File: src/rtl/fft_frame_ctrl_if.sv
// Link between fft_frame_ctrl and the fftmain core, plus the peak-result outputs.
// The master side is the frame controller; the slave side is the core/consumer.
interface fft_frame_ctrl_if #(
  parameter int WIDTH  = 12,
  parameter int LGSIZE = 10,
  parameter int MAG_W  = 2*WIDTH+2
);
  logic                    o_fft_ce;
  logic                    o_fft_reset;
  logic                    i_fft_sync;
  logic signed [WIDTH-1:0] i_fft_real;
  logic signed [WIDTH-1:0] i_fft_imag;
  logic                    o_peak_valid;
  logic [LGSIZE-1:0]       o_peak_bin;
  logic [MAG_W-1:0]        o_peak_mag;
  logic                    o_sync_err;

  modport master (
    output o_fft_ce, o_fft_reset, o_peak_valid, o_peak_bin, o_peak_mag, o_sync_err,
    input  i_fft_sync, i_fft_real, i_fft_imag
  );

  modport slave (
    input  o_fft_ce, o_fft_reset, o_peak_valid, o_peak_bin, o_peak_mag, o_sync_err,
    output i_fft_sync, i_fft_real, i_fft_imag
  );
endinterface

File: src/rtl/fft_frame_ctrl.sv
// Frame sequencer and peak detector for fftmain: gates ce, aligns to sync, reports peak bin.
// Define FFT_CTRL_HALF_SPECTRUM_EN to search only bins 0..N/2-1 (real-input spectrum).
//
// state     | meaning
// ----------+------------------------------------------------------------
// IDLE      | disarmed, core held in reset, ce gated off
// WAIT_SYNC | armed, beats ignored until one carries the core's sync (bin 0)
// CAPTURE   | each beat is one bin of the current frame
module fft_frame_ctrl #(
  parameter int WIDTH  = 12,
  parameter int LGSIZE = 10,
  parameter int MAG_W  = 2*WIDTH+2
) (
  input  logic               clk,
  input  logic               reset,
  input  logic               i_sample_valid,
  input  logic               i_arm,
  input  logic               i_continuous,
  output logic               o_busy,
  fft_frame_ctrl_if.master   bus
);

  typedef enum logic [1:0] {
    IDLE      = 2'd0,
    WAIT_SYNC = 2'd1,
    CAPTURE   = 2'd2
  } state_t;

`ifdef FFT_CTRL_HALF_SPECTRUM_EN
  localparam bit                HALF_SPECTRUM = 1'b1;
  localparam logic [LGSIZE-1:0] LAST_BIN      = {1'b0, {(LGSIZE-1){1'b1}}};
`else
  localparam bit                HALF_SPECTRUM = 1'b0;
  localparam logic [LGSIZE-1:0] LAST_BIN      = '1;
`endif

  state_t            state_q, state_d;
  logic [LGSIZE-1:0] cnt_q, cnt_d;
  logic              fft_reset_q, fft_reset_d;

  logic              beat;
  logic              proc;
  logic              last;
  logic              abort;
  logic [LGSIZE-1:0] proc_bin;
  logic [MAG_W-1:0]  re_x, im_x, mag;

  logic              s1_valid_q, s1_valid_d;
  logic              s1_last_q, s1_last_d;
  logic [LGSIZE-1:0] s1_bin_q, s1_bin_d;
  logic [MAG_W-1:0]  s1_mag_q, s1_mag_d;

  logic [LGSIZE-1:0] max_bin_q, max_bin_d;
  logic [MAG_W-1:0]  max_mag_q, max_mag_d;
  logic              peak_valid_q, peak_valid_d;
  logic [LGSIZE-1:0] peak_bin_q, peak_bin_d;
  logic [MAG_W-1:0]  peak_mag_q, peak_mag_d;
  logic              sync_err_q, sync_err_d;

  assign beat = i_sample_valid & (state_q != IDLE);

  // Sign-extend first so the modular products equal the true squares in MAG_W bits.
  assign re_x = {{(MAG_W-WIDTH){bus.i_fft_real[WIDTH-1]}}, bus.i_fft_real};
  assign im_x = {{(MAG_W-WIDTH){bus.i_fft_imag[WIDTH-1]}}, bus.i_fft_imag};
  assign mag  = re_x * re_x + im_x * im_x;

  always_comb begin
    state_d  = state_q;
    cnt_d    = cnt_q;
    proc     = 1'b0;
    abort    = 1'b0;
    proc_bin = '0;
    last     = 1'b0;

    case (state_q)
      IDLE: begin
        cnt_d = '0;
        if (i_arm) begin
          state_d = WAIT_SYNC;
        end
      end
      WAIT_SYNC: begin
        if (beat && bus.i_fft_sync) begin
          proc    = 1'b1;
          cnt_d   = LGSIZE'(1);
          state_d = CAPTURE;
        end
      end
      CAPTURE: begin
        if (beat) begin
          proc = 1'b1;
          if (bus.i_fft_sync && (cnt_q != '0)) begin
            abort = 1'b1;
          end else begin
            proc_bin = cnt_q;
          end
          cnt_d = proc_bin + 1'b1;
        end
      end
      default: begin
        state_d = IDLE;
      end
    endcase

    last = proc && (proc_bin == LAST_BIN);
    if (last) begin
      cnt_d = '0;
      if (!i_continuous) begin
        state_d = IDLE;
      end else if (HALF_SPECTRUM) begin
        state_d = WAIT_SYNC;
      end else begin
        state_d = CAPTURE;
      end
    end

    fft_reset_d = (state_d == IDLE);
  end

  // Stage 1: magnitude and bin tag of the processed beat.
  always_comb begin
    s1_valid_d = proc;
    s1_last_d  = last;
    s1_bin_d   = s1_bin_q;
    s1_mag_d   = s1_mag_q;
    sync_err_d = abort;
    if (proc) begin
      s1_bin_d = proc_bin;
      s1_mag_d = mag;
    end
  end

  // Stage 2: bin 0 reloads the max (this also discards an aborted frame); ties keep the lower bin.
  always_comb begin
    max_bin_d    = max_bin_q;
    max_mag_d    = max_mag_q;
    peak_valid_d = 1'b0;
    peak_bin_d   = peak_bin_q;
    peak_mag_d   = peak_mag_q;
    if (s1_valid_q) begin
      if ((s1_bin_q == '0) || (s1_mag_q > max_mag_q)) begin
        max_bin_d = s1_bin_q;
        max_mag_d = s1_mag_q;
      end
      if (s1_last_q) begin
        peak_valid_d = 1'b1;
        peak_bin_d   = max_bin_d;
        peak_mag_d   = max_mag_d;
      end
    end
  end

  always_ff @(posedge clk) begin
    if (reset) begin
      state_q      <= IDLE;
      cnt_q        <= '0;
      fft_reset_q  <= 1'b1;
      s1_valid_q   <= 1'b0;
      s1_last_q    <= 1'b0;
      s1_bin_q     <= '0;
      s1_mag_q     <= '0;
      max_bin_q    <= '0;
      max_mag_q    <= '0;
      peak_valid_q <= 1'b0;
      peak_bin_q   <= '0;
      peak_mag_q   <= '0;
      sync_err_q   <= 1'b0;
    end else begin
      state_q      <= state_d;
      cnt_q        <= cnt_d;
      fft_reset_q  <= fft_reset_d;
      s1_valid_q   <= s1_valid_d;
      s1_last_q    <= s1_last_d;
      s1_bin_q     <= s1_bin_d;
      s1_mag_q     <= s1_mag_d;
      max_bin_q    <= max_bin_d;
      max_mag_q    <= max_mag_d;
      peak_valid_q <= peak_valid_d;
      peak_bin_q   <= peak_bin_d;
      peak_mag_q   <= peak_mag_d;
      sync_err_q   <= sync_err_d;
    end
  end

  assign o_busy           = (state_q != IDLE);
  assign bus.o_fft_ce     = beat;
  assign bus.o_fft_reset  = fft_reset_q;
  assign bus.o_peak_valid = peak_valid_q;
  assign bus.o_peak_bin   = peak_bin_q;
  assign bus.o_peak_mag   = peak_mag_q;
  assign bus.o_sync_err   = sync_err_q;

endmodule

File: src/flat_wrapper.sv
// flat-port wrapper written by rule: the top's interface ports become plain ports
module fft_frame_ctrl_flat 
#(
  parameter int WIDTH  = 12,
  parameter int LGSIZE = 10,
  parameter int MAG_W  = 2*WIDTH+2
)
  (clk, reset, i_sample_valid, i_arm, i_continuous, o_busy, bus_o_fft_ce, bus_o_fft_reset, bus_o_peak_valid, bus_o_peak_bin, bus_o_peak_mag, bus_o_sync_err, bus_i_fft_sync, bus_i_fft_real, bus_i_fft_imag);
  fft_frame_ctrl_if #(.WIDTH(WIDTH), .LGSIZE(LGSIZE), .MAG_W(MAG_W)) bus_i ();
  input  logic clk;
  input  logic reset;
  input  logic i_sample_valid;
  input  logic i_arm;
  input  logic i_continuous;
  output logic o_busy;
  output wire logic [$bits(bus_i.o_fft_ce)-1:0] bus_o_fft_ce;
  output wire logic [$bits(bus_i.o_fft_reset)-1:0] bus_o_fft_reset;
  output wire logic [$bits(bus_i.o_peak_valid)-1:0] bus_o_peak_valid;
  output wire logic [$bits(bus_i.o_peak_bin)-1:0] bus_o_peak_bin;
  output wire logic [$bits(bus_i.o_peak_mag)-1:0] bus_o_peak_mag;
  output wire logic [$bits(bus_i.o_sync_err)-1:0] bus_o_sync_err;
  input wire logic [$bits(bus_i.i_fft_sync)-1:0] bus_i_fft_sync;
  input wire logic [$bits(bus_i.i_fft_real)-1:0] bus_i_fft_real;
  input wire logic [$bits(bus_i.i_fft_imag)-1:0] bus_i_fft_imag;
  assign bus_o_fft_ce = bus_i.o_fft_ce;
  assign bus_o_fft_reset = bus_i.o_fft_reset;
  assign bus_o_peak_valid = bus_i.o_peak_valid;
  assign bus_o_peak_bin = bus_i.o_peak_bin;
  assign bus_o_peak_mag = bus_i.o_peak_mag;
  assign bus_o_sync_err = bus_i.o_sync_err;
  assign bus_i.i_fft_sync = bus_i_fft_sync;
  assign bus_i.i_fft_real = bus_i_fft_real;
  assign bus_i.i_fft_imag = bus_i_fft_imag;
  fft_frame_ctrl #(.WIDTH(WIDTH), .LGSIZE(LGSIZE), .MAG_W(MAG_W)) u_core (.clk(clk), .reset(reset), .i_sample_valid(i_sample_valid), .i_arm(i_arm), .i_continuous(i_continuous), .o_busy(o_busy), .bus(bus_i));
endmodule
File: config.mk
export PLATFORM = sky130hd
export DESIGN_NAME = fft_frame_ctrl_flat
export DESIGN_NICKNAME = d
export VERILOG_FILES = /design/src/rtl/fft_frame_ctrl_if.sv /design/src/rtl/fft_frame_ctrl.sv /design/src/flat_wrapper.sv
export SDC_FILE = /design/constraint.sdc
export NUM_CORES = 1
export LEC_CHECK = 0
export ABC_AREA = 1
export BUFFER_PORTS_ARGS = -buffer_cell sky130_fd_sc_hd__buf_2
export CORE_MARGIN = 4
export CORE_UTILIZATION = 55
export DETAILED_ROUTE_END_ITERATION = 7
export PLACE_DENSITY = 0.72
export SETUP_SLACK_MARGIN = 0.4
export SYNTH_ARGS = -nofsm -noshare
export SYNTH_HDL_FRONTEND = slang
export SYNTH_SLANG_ARGS = --single-unit
export TNS_END_PERCENT = 5
File: constraint.sdc
create_clock -name clk -period 12.7 [get_ports clk]
set_input_delay 1.27 -clock clk [delete_from_list [all_inputs] [get_ports clk]]
set_output_delay 1.27 -clock clk [all_outputs]
set_load 0.01 [all_outputs]
Yosys cells after proc, flatten, opt, wreduce, memory -nomap -nowiden
Cells that the tools add are included.
{ "totals": {"ff_bits": 125, "inputBits": 30, "output_inout_bits": 41} }
{ "classes": {"addsub": 2, "multipliers": 2, "n_lt_le_gt_ge": 1, "eq_ne": 5, "n_mux": 20, "bitwise": 4, "n_reduce_logical": 15} }
{ "op_table": {"columns": ["cell", "n"], "rows": [
  ["10-bit two-way mux", 8],
  ["12-bit by 12-bit multiplier with 24-bit output", 2],
  ["10-bit case mux with 3 select lines", 1],
  ["26-bit adder", 1],
  ["26-bit > comparator", 1],
  ["26-bit two-way mux", 1],
  ["10-bit by 1-bit adder with 10-bit output (second input constant)", 1],
  ["10-bit == test (second input constant)", 1],
  ["10-bit logical NOT", 1],
  ["10-bit nonzero test", 1],
  ["2-bit two-way mux", 4],
  ["2-bit case mux with 3 select lines", 1],
  ["2-bit logical NOT", 2],
  ["1-bit two-way mux", 4],
  ["2-bit by 1-bit != test with 1-bit output (second input constant)", 2],
  ["2-bit OR reduction", 2],
  ["1-bit logical AND", 3],
  ["1-bit NOT", 3],
  ["3-bit AND reduction", 1],
  ["3-bit nonzero test", 1],
  ["3-bit OR reduction", 1],
  ["2-bit by 1-bit == test with 1-bit output (second input constant)", 1],
  ["2-bit == test (second input constant)", 1],
  ["1-bit case mux with 2 select lines", 1],
  ["4 further kinds", 4]
]} }

Longest topological paths before layout
Gate-level depths: netlist (run 1).
{ "depth": {"depth_word": 11, "mapped_depth": 35} }

Least setup slack after synthesis (run 1)
No wires, ideal clock.
{ "synth_path": {"path_type": "input to register", "startpoint": "input port bus_i_fft_real[6]", "endpoint": "register u_core.s1_mag_q[24]", "arrival_ns": 6.798, "t_required_ns": 12.587, "setup_slack_ns": 5.789, "stages": 29, "n_path_buf": 1, "cell_sequence": "clkbuf_1 nand2_1 inv_1 fa_1 fa_1 inv_1 fa_1 inv_1 fa_1 inv_1 fa_1 inv_1 ha_1 nand2_1 nor4_1 a21oi_1 o21bai_1 nand2_1 nand3_1 nand2_1 ha_1 a21oi_1 o21ai_0 a21boi_0 nand3_1 nand2_1 nand2_1 o21ai_1 inv_1"} }
{ "synth_via": {"elab_chain_len": 2} }
{ "synth_rtl": {"columns": ["element", "line", "source"], "rows": [
  ["start: declaration", "flat_wrapper.sv:23", "input wire logic [$bits(bus_i.i_fft_real)-1:0] bus_i_fft_real;"],
  ["12-bit by 12-bit multiplier with 24-bit output", "fft_frame_ctrl.sv:65", "assign mag = re_x * re_x + im_x * im_x;"],
  ["26-bit adder", "fft_frame_ctrl.sv:65", null],
  ["end signal: assignment", "fft_frame_ctrl.sv:175", "s1_mag_q <= s1_mag_d;"],
  ["end: declaration", "fft_frame_ctrl.sv:51", "logic [MAG_W-1:0] s1_mag_q, s1_mag_d;"]
]} }
No other way between the ends.
A chain may end at the register's enable or synchronous reset.

Worst setup path in the final report (run 1)
{ "layout_path": {"startpoint": "input port bus_i_fft_real[11]", "endpoint": "register u_core.s1_mag_q[17]"} }
The elaborated chain is that of the path after synthesis.

==> summary.txt, run 1 <==
Logic synthesis
  – Yosys top cell area share: roughly 28%
  – Net count after synthesis: 2829
  – Synth top area cells: fa_1 28%, dfxtp_1 14%, ha_1 12%
  – Synth area leader: fa_1
  – Post-synthesis sequential area ratio: approximately 14%
  – Post-synthesis cell count: 2382
  – Simple-gate share of the synthesized area: roughly a fifth
  – Synthesized flop and latch total: 125
  – Synth Cell Area: about 18000 µm²
  – Largest family of logic cells by synthesized area: adder cells
  – Xor/xnor share of the synthesized area: around 3.5%
  – Avg Cell Area, Syn: around 7.4 µm²
  – Library cells used by synthesis: 45
  – EDFF count, synth: 0
  – Post-synthesis compound-gate area fraction: about 7.5%
  – Post-synthesis adder-cell area fraction: about two fifths
  – Multiplexer share of the synthesized area: 0%
  – FFs w/ async S/R, synth: 0%
  – Top FF cell, synth: dfxtp_1
  – Ys Warns: 0

Die
  – Height of the die: about 190 µm
  – Core area: 31600 µm²
  – Die area: 35100 µm²
  – Initial core utilization: between 50% and 60%
  – Top Ports: 71
  – Row count: 65
  – Chip width: around 190 µm

Global routing
  – Gr ovfl total: 0
  – Largest net degree at the start of global routing: 73
  – Number of global-route vias before repair: 15000
  – Global-route wire length before repair: 68700 µm
  – Antenna violations before repair: 0
  – Total global-route track usage: 23.1%

Timing
  – Worst-margin pin slew: 0.910 ns
  – Final setup viols: 0
  – Crit share post-route: 57.8%
  – Final slew viol count: 0
  – RSZ-0062 raised after global routing: no
  – Minimum clock period: 7.33 ns
  – TNS Setup: 0 ns
  – Skew final: around 0.0077 ns
  – Rel. slew slack: between 30% and 40%
  – Final hold viol count: 0
  – Worst hold margin: 0.473 ns
  – Fmax: between 0.1 and 0.15 GHz
  – PnR worst setup slack: ~5.4 ns

Detailed routing
  – First drt pass iteration count: 5
  – DR iter-0 viols: ~930
  – WL/cell: around 14 µm
  – Routed Antenna Nets: 0
  – Via density: 5.21
  – Final WL: between 40000 and 50000 µm
  – Vias: between 10000 and 15000
  – DRC viols: 0

Finish
  – Most common cell after layout, fill and taps aside: inv_1
  – Most frequent cells in the layout: 571 x inv_1, 441 x nand2_1, 244 x fa_1
  – Final nets: 2856
  – Layout cells sized above 1: 6.07%
  – Area grow syn2layout: 6.78%
  – # diodes: 0
  – Layout Cells excl Fill: 2824
  – Fillers: 2939

Setup path
  – CP Capture Type: flop
  – Worst-path maximum fanout: 16
  – Max stage delay cell, worst path: fa_1
  – Buf/Inv on CP: 5
  – CP top delay family: adder cells
  – Critical Path Most Common Cell: fa_1
  – CP arrival: approximately 7.7 ns
  – Startpoint types: input pin
  – CP max stage delay: around 0.52 ns
  – WP data required: 13.01 ns
  – Critical path class: in -> reg

Clock tree
  – Clk root buf: clkbuf_16
  – Clock transition at path regs: roughly 0.060 ns
  – Num CTS Buffers: 17
  – Post-CTS sizing: 0
  – H-tree Lvls: 4
  – CTS tree: done
  – # hold bufs at CTS: 0
  – Worst skew pair latency: approximately 0.42 ns
  – Sink Count: approximately 130
  – Clk buf depth: 2
  – # Post-CTS Setup Buffers: 0

Hold path
  – Worst hold path type: reg -> reg

Placed design
  – Cells after DPL: around 2800
  – DPL Wire Length: ~33000 µm
  – Gpl congestion: about 0.93
  – DP Worst Slack: 5.01 ns
  – Port buffer count: 70

Outcome
  – Status: complete, no violations

Flow run
  – Max-cap violations: 0
==> cell type report <==
cell class                 instances  area, µm²  area share, %
clock buffer                      21        460           2.44
clock inverter                    11        141          0.749
inverter                         577       2170           11.5
multi-input combinational       1612      12700           67.3
sequential                       125       2500           13.3
tap                              402        503           2.66
timing repair buffer              76        395           2.09
==> Yosys cell counts, types with 17 or more instances <==
master,number
dfxtp_1,125
xnor2_1,29
fa_1,244
nor2_1,213
a21oi_1,126
nand3_1,175
o21ai_1,17
clkbuf_1,50
inv_1,571
xor2_1,41
ha_1,173
nand2_1,441
o21ai_0,38
==> logic make-up (layout without fill, tap and decap cells) <==
| family | count (synthesis) | after routing |
|---|---|---|
| buffers and inverters | 645 | 685 |
| AND/OR/NAND/NOR | 890 | 890 |
| AO/OA/AOI/OAI | 235 | 235 |
| adder cells (fa/ha/maj) | 417 | 417 |
| flip-flops | 125 | 125 |
| XOR/XNOR | 70 | 70 |
==> metrics by stage <==
stage                     instance area [µm²]  utilization, %
after floorplan                         17700               -
after global placement                  18300            57.8
after detailed placement                18300            57.8
after CTS                               18900            59.7
after global routing                    18900            59.7
final                                   18900            59.7
==> worst register-to-register path: cells and delay by family, from the launching register on <==
kind                       cells  cell delay [ns]
adders and majority gates      1             0.31
buffers and inverters          2             0.10
AOI/OAI and AO/OA              3             0.42
DFF                            1             0.34
and+or+nand+nor                6             1.72
==> per-layer routing <==
metal  up-vias  global-route usage (%)  part of all wire (%)
met5         -                       0                     0
met4         0                    6.85                   2.3
met3        70                    2.31                   3.7
met2       336                    40.9                    50
met1      7039                    30.2                    44
li1       7268                       -                     -
==> registers in the layout, summed over array words and instances, names as in the netlist, 2 cells and up <==
name and flops:
u_core.s1_bin_q 10, u_core.bus.o_peak_mag 26, u_core.max_mag_q 26, u_core.cnt_q 10, u_core.max_bin_q 10, u_core.state_q 2
u_core.s1_mag_q 26, u_core.bus.o_peak_bin 10
==> worst paths after layout <==
check                        from                  endpoint  slack (ns)  depth (start not counted)
max            bus_i_fft_real[11]       u_core.s1_mag_q[17]        5.37                         26
min              u_core.s1_last_q   u_core.bus.o_peak_valid        0.47                          2
max reg2reg  u_core.max_mag_q[21]  u_core.bus.o_peak_bin[1]        9.70                         12
min reg2reg      u_core.s1_last_q   u_core.bus.o_peak_valid        0.47                          2
Power of run 1 is not shown: default switching activity piles up to over one toggle a cycle in this logic, so the estimate is an artifact.
==> inputs of run 2 (changes only) <==
- clock period: 12.7 -> 7.3 ns (I/O delays scaled with it)
==> run 2 against run 1 <==
Hold slack got worse by 0.0068 ns; largest cell class unchanged; final cell count increased by 0.18%; sequential share of layout area about the same; clock-buffer cell count unchanged; global-route usage increased by 0.35 points; via count decreased by 0.44%.
==> summary.txt, run 2 (synthesis results as in run 1) <==
Setup path
  – Critical path class: in -> reg
  – Startpoint types: input pin
  – CP arrival: 6.80 ns (-0.85 ns)
  – CP Capture Type: flop
  – CP max stage delay: 0.52 ns (about the same)
  – R2R depth: 12 (unchanged)
  – Worst-path maximum fanout: 14 (-2)
  – WP data required: 7.61 ns (-5.40 ns)
  – Critical Path Most Common Cell: inv_1
  – Max stage delay cell, worst path: fa_1

Detailed routing
  – DRC viols: 0 (unchanged)
  – WL/cell: 14.1 µm (-0.58%)
  – Via density: 5.18 (-0.62%)
  – Routed Antenna Nets: 0 (unchanged)
  – Final WL: 39800 µm (-0.40%)
  – Vias: 14600 (-0.44%)
  – First drt pass iteration count: 5 (unchanged)
  – DR iter-0 viols: 893 (-3.8%)

Clock tree
  – H-tree Lvls: 4 (unchanged)
  – Clock transition at path regs: 0.05 ns (about the same)
  – Sink Count: 125 (unchanged)
  – Num CTS Buffers: 17 (unchanged)
  – Worst skew pair latency: 0.41 ns (about the same)
  – Clk buf depth: 2 (unchanged)
  – CTS tree: done
  – Clk root buf: clkbuf_16

Die
  – Initial core utilization: 55.9% (unchanged)
  – Top Ports: 71 (unchanged)
  – Chip width: 187 µm (unchanged)
  – Row count: 65 (unchanged)
  – Height of the die: 187 µm (unchanged)
  – Core area: 31600 µm² (unchanged)
  – Die area: 35100 µm² (unchanged)

Global routing
  – Antenna violations before repair: 0 (unchanged)
  – Number of global-route vias before repair: 15000 (+0.31%)
  – Largest net degree at the start of global routing: 73 (unchanged)
  – Gr ovfl total: 0 (unchanged)
  – Total global-route track usage: 23.5% (+0.35 points)
  – Global-route wire length before repair: 69700 µm (+1.5%)

Timing
  – RSZ-0062 raised after global routing: yes
  – Skew final: 0.00647 ns (-0.00119 ns)
  – Final setup viols: 0 (unchanged)
  – Rel. slew slack: 35.7% (-3.4 points)
  – Worst-margin pin slew: 0.960 ns (+0.0503 ns)
  – Final hold viol count: 0 (unchanged)
  – Final slew viol count: 0 (unchanged)
  – Crit share post-route: between 80% and 90%
  – Fmax: around 0.15 GHz
  – Minimum clock period: between 6 and 7 ns
  – TNS Setup: 0 ns (unchanged)

Placed design
  – Port buffer count: 70 (unchanged)
  – DPL Wire Length: 33000 µm (+0.54%)
  – Gpl congestion: 0.925 (-0.62%)

Finish
  – Layout cells sized above 1: 6.39% (+0.32 points)
  – Area grow syn2layout: 7.11%
  – Most frequent cells in the layout: 571 x inv_1, 440 x nand2_1, 244 x fa_1
  – Most common cell after layout, fill and taps aside: inv_1
  – Final nets: 2861 (+0.18%)
  – # diodes: 0 (unchanged)

Hold path
  – Worst hold path type: reg -> reg
  – Hold depth: 2 (unchanged)

Outcome
  – Status: complete, no violations

Flow run
  – Max-cap violations: 0 (unchanged)
==> run 2: cell types whose count changed in the layout (fill, tap and decap cells not counted), sizes merged <==
cell	previous run	this run
clkbuf	21	24
buf	76	78
clkinv	6	5
clkinvlp	3	4
==> run 2: final cells by class <==
cell class | count | area (µm²)
multi-input combinational | 1612 | 12700
fill | 2953 | 12700
sequential | 125 | 2500
inverter | 577 | 2170
tap | 402 | 503
clock buffer | 21 | 460
timing repair buffer | 81 | 440
clock inverter | 11 | 141
==> run 2: worst paths after layout <==
check                                           endpoint  slack [ns]                 from
worst max-delay path                 u_core.s1_mag_q[23]        0.80    bus_i_fft_real[7]
worst min-delay path             u_core.bus.o_peak_valid        0.47     u_core.s1_last_q
worst max register to register  u_core.bus.o_peak_bin[0]        4.33  u_core.s1_mag_q[25]
worst min register to register   u_core.bus.o_peak_valid        0.47     u_core.s1_last_q
==> run 2: worst max-delay path, delay by kind of cell <==
| kind | cells | cell delay [ns] |
|---|---|---|
| AO/OA/AOI/OAI | 5 | 0.98 |
| XOR/XNOR | 1 | 0.19 |
| adder cells (fa/ha/maj) | 7 | 3.12 |
| buffers and inverters | 7 | 0.60 |
| AND/OR/NAND/NOR | 9 | 1.18 |
==> run 2: timing repair <==
action                                  in CTS  in global routing
endpoints found under the setup margin       0                 10
resized for setup                            0                  6
buffers inserted                             0                  2
hold buffers                                 0                  0
==> run 2: stage by stage <==
stage / setup WS, ns / cell area, µm² / std cells / hold WS (ns) / utilization (%)
after floorplan: 0.929 / 17700 / 2382 / 0.444 / -
after global placement: 0.276 / 18300 / 2795 / 0.455 / 57.8
after detailed placement: 0.156 / 18300 / 2795 / 0.467 / 57.8
after CTS: 0.558 / 18900 / 2827 / 0.471 / 59.7
after global routing: 0.385 / 18900 / 2829 / 0.497 / 59.8
final: 0.804 / 18900 / 2829 / 0.466 / 59.8
==> run 2: per-layer routing <==
metal | up-vias | part of all wire (%) | GRT usage [%] | wire (µm)
met5 | - | 0 | 0 | 0
met4 | 0 | 2.3 | 6.60 | 914
met3 | 53 | 3.3 | 2.13 | 1310
met2 | 277 | 51 | 42.2 | 20300
met1 | 7026 | 44 | 30.3 | 17300
li1 | 7292 | - | - | -
Power of run 2 is left out for the same reason.
==> inputs of run 3 (changes only) <==
- CORE_ASPECT_RATIO: not set -> 1.4
==> run 3 against run 2 <==
Critical path depth decreased by 3; register-to-register slack lost 0.06 ns; non-clock buffer count stayed put; worst setup slack improved by 0.028 ns; maximum frequency is 0.44% higher; first-iteration DRC count fell by 7.7%; die area rose by 0.12%; global-route usage is 0.63 points higher; critical path type unchanged; largest cell class unchanged.
==> summary.txt, run 3 (synthesis results as in run 1) <==
Die
  – Chip width: 160 µm (-15%)
  – Row count: 77 (+18%)
  – Die area: 35100 µm² (+0.12%)
  – Initial core utilization: 55.8% (-0.11 points)
  – Core area: 31700 µm² (+0.19%)
  – Top Ports: 71 (unchanged)
  – Height of the die: 220 µm (+18%)

Flow run
  – Max-cap violations: 0 (unchanged)

Setup path
  – Max stage delay cell, worst path: fa_1
  – Worst R2R Setup Slack: 4.27 ns (-0.06 ns)
  – CP max stage delay: 0.62 ns (+0.10 ns)
  – Worst R2R End: u_core.bus.o_peak_bin[0]
  – Worst R2R Start: u_core.max_mag_q[21]
  – Buf/Inv on CP: 6 (-1)
  – CP arrival: 6.79 ns (about the same)
  – Critical path class: in -> reg
  – WP data required: 7.63 ns (+0.02 ns)
  – CP Capture Type: flop
  – Worst-path maximum fanout: 14 (unchanged)
  – R2R depth: 12 (unchanged)
  – CP top delay family: adder cells
  – Startpoint types: input pin

Timing
  – RSZ-0062 raised after global routing: yes
  – Skew final: 0.00793 ns (+0.00146 ns)
  – PnR worst setup slack: 0.833 ns (+0.0282 ns)
  – Final slew viol count: 0 (unchanged)
  – Minimum clock period: 6.47 ns (-0.0282 ns)
  – Rel. slew slack: 39.4% (+3.7 points)
  – TNS Setup: 0 ns (unchanged)
  – Final hold viol count: 0 (unchanged)
  – Crit share post-route: 88.6% (-0.39 points)
  – Worst-margin pin slew: 0.905 ns (-0.0552 ns)
  – Final setup viols: 0 (unchanged)
  – Fmax: 0.155 GHz (+0.44%)

Clock tree
  – Clk root buf: clkbuf_16
  – CTS tree: done
  – Sink Count: 125 (unchanged)
  – Num CTS Buffers: 17 (unchanged)
  – H-tree Lvls: 4 (unchanged)
  – Clk buf depth: 2 (unchanged)
  – Worst skew pair latency: 0.43 ns (+0.02 ns)
  – # hold bufs at CTS: 0 (unchanged)
  – Clock transition at path regs: 0.06 ns (about the same)

Hold path
  – Worst hold path type: reg -> reg
  – Hold depth: 2 (unchanged)
  – Min-Delay Endpoint: u_core.bus.o_peak_valid
  – Min-delay src: u_core.s1_last_q

Global routing
  – Total global-route track usage: 24.1% (+0.63 points)
  – Gr ovfl total: 0 (unchanged)
  – Number of global-route vias before repair: 15300 (+1.8%)
  – Antenna violations before repair: 0 (unchanged)
  – Global-route wire length before repair: 69900 µm (+0.24%)
  – Largest net degree at the start of global routing: 73 (unchanged)

Placed design
  – Dpl cell area: 18300 µm² (about the same)
  – Gpl congestion: 0.930 (+0.55%)
  – DP Worst Slack: 0.197 ns (+0.0409 ns)
  – Port buffer count: 70 (unchanged)
  – DPL Wire Length: 33800 µm (+2.4%)

Finish
  – Layout cells sized above 1: 6.43% (+0.041 points)
  – Final nets: 2861 (unchanged)
  – Most common cell after layout, fill and taps aside: inv_1
  – Finished Cell Area: 18900 µm² (about the same)
  – # diodes: 0 (unchanged)
  – Most frequent cells in the layout: 571 x inv_1, 441 x nand2_1, 244 x fa_1
  – Fillers: 2929 (-0.81%)
  – Area grow syn2layout: 7.16% (about the same)

Detailed routing
  – DR iter-0 viols: 824 (-7.7%)
  – Routed Antenna Nets: 0 (unchanged)
  – WL/cell: 14.4 µm (+2.4%)
  – Via density: 5.23 (+0.96%)
  – DRC viols: 0 (unchanged)
  – First drt pass iteration count: 5 (unchanged)
  – Final WL: 40700 µm (+2.1%)
  – Vias: 14800 (+0.71%)

Outcome
  – Status: complete, no violations
-- run 3: routing by layer --
metal  GRT usage, %  up-vias  share of wire (%)
met5              0        -                  0
met2           47.3      323                 55
met4           10.8        0                4.4
met3           2.15      105                3.0
li1               -     7290                  -
met1           26.2     7034                 38
-- run 3: worst max-delay path by stage --
stage                       start             endpoint  depth (start not counted)
2_1_floorplan   bus_i_fft_real[6]  u_core.s1_mag_q[24]                         29
3_3_place_gp    bus_i_fft_real[4]  u_core.s1_mag_q[21]                         30
3_5_place_dp   bus_i_fft_real[11]  u_core.s1_mag_q[21]                         30
4_1_cts        bus_i_fft_real[11]  u_core.s1_mag_q[21]                         30
5_1_grt        bus_i_fft_imag[11]  u_core.s1_mag_q[24]                         26
6_report       bus_i_fft_imag[11]  u_core.s1_mag_q[25]                         26
-- run 3: area by class of cell --
type / count / area (µm²) / share of cell area (%)
clock buffer: 21 / 470 / 2.48
clock inverter: 11 / 140 / 0.740
inverter: 577 / 2170 / 11.5
multi-input combinational: 1612 / 12700 / 67.1
sequential: 125 / 2500 / 13.2
tap: 395 / 494 / 2.61
timing repair buffer: 81 / 448 / 2.36
-- run 3: tightest hold or removal path, cell delays in order, from the launching register on --
cell	delay (ns)
dfxtp_1	0.29
nand2_1	0.09
nor2_1	0.04
-- run 3: repair_timing --
item	in CTS	in global routing
setup buffers	0	3
endpoints found under the setup margin	0	6
gates resized for setup	0	8
-- run 3: through the flow --
stage | hold slack (ns) | std cells | utilization, %
floorplan | 0.444 | 2382 | -
global placement | 0.454 | 2787 | 57.7
detailed placement | 0.464 | 2787 | 57.7
CTS | 0.473 | 2819 | 59.6
global route | 0.502 | 2822 | 59.8
finish | 0.472 | 2822 | 59.8
Power of run 3 is left out for the same reason.
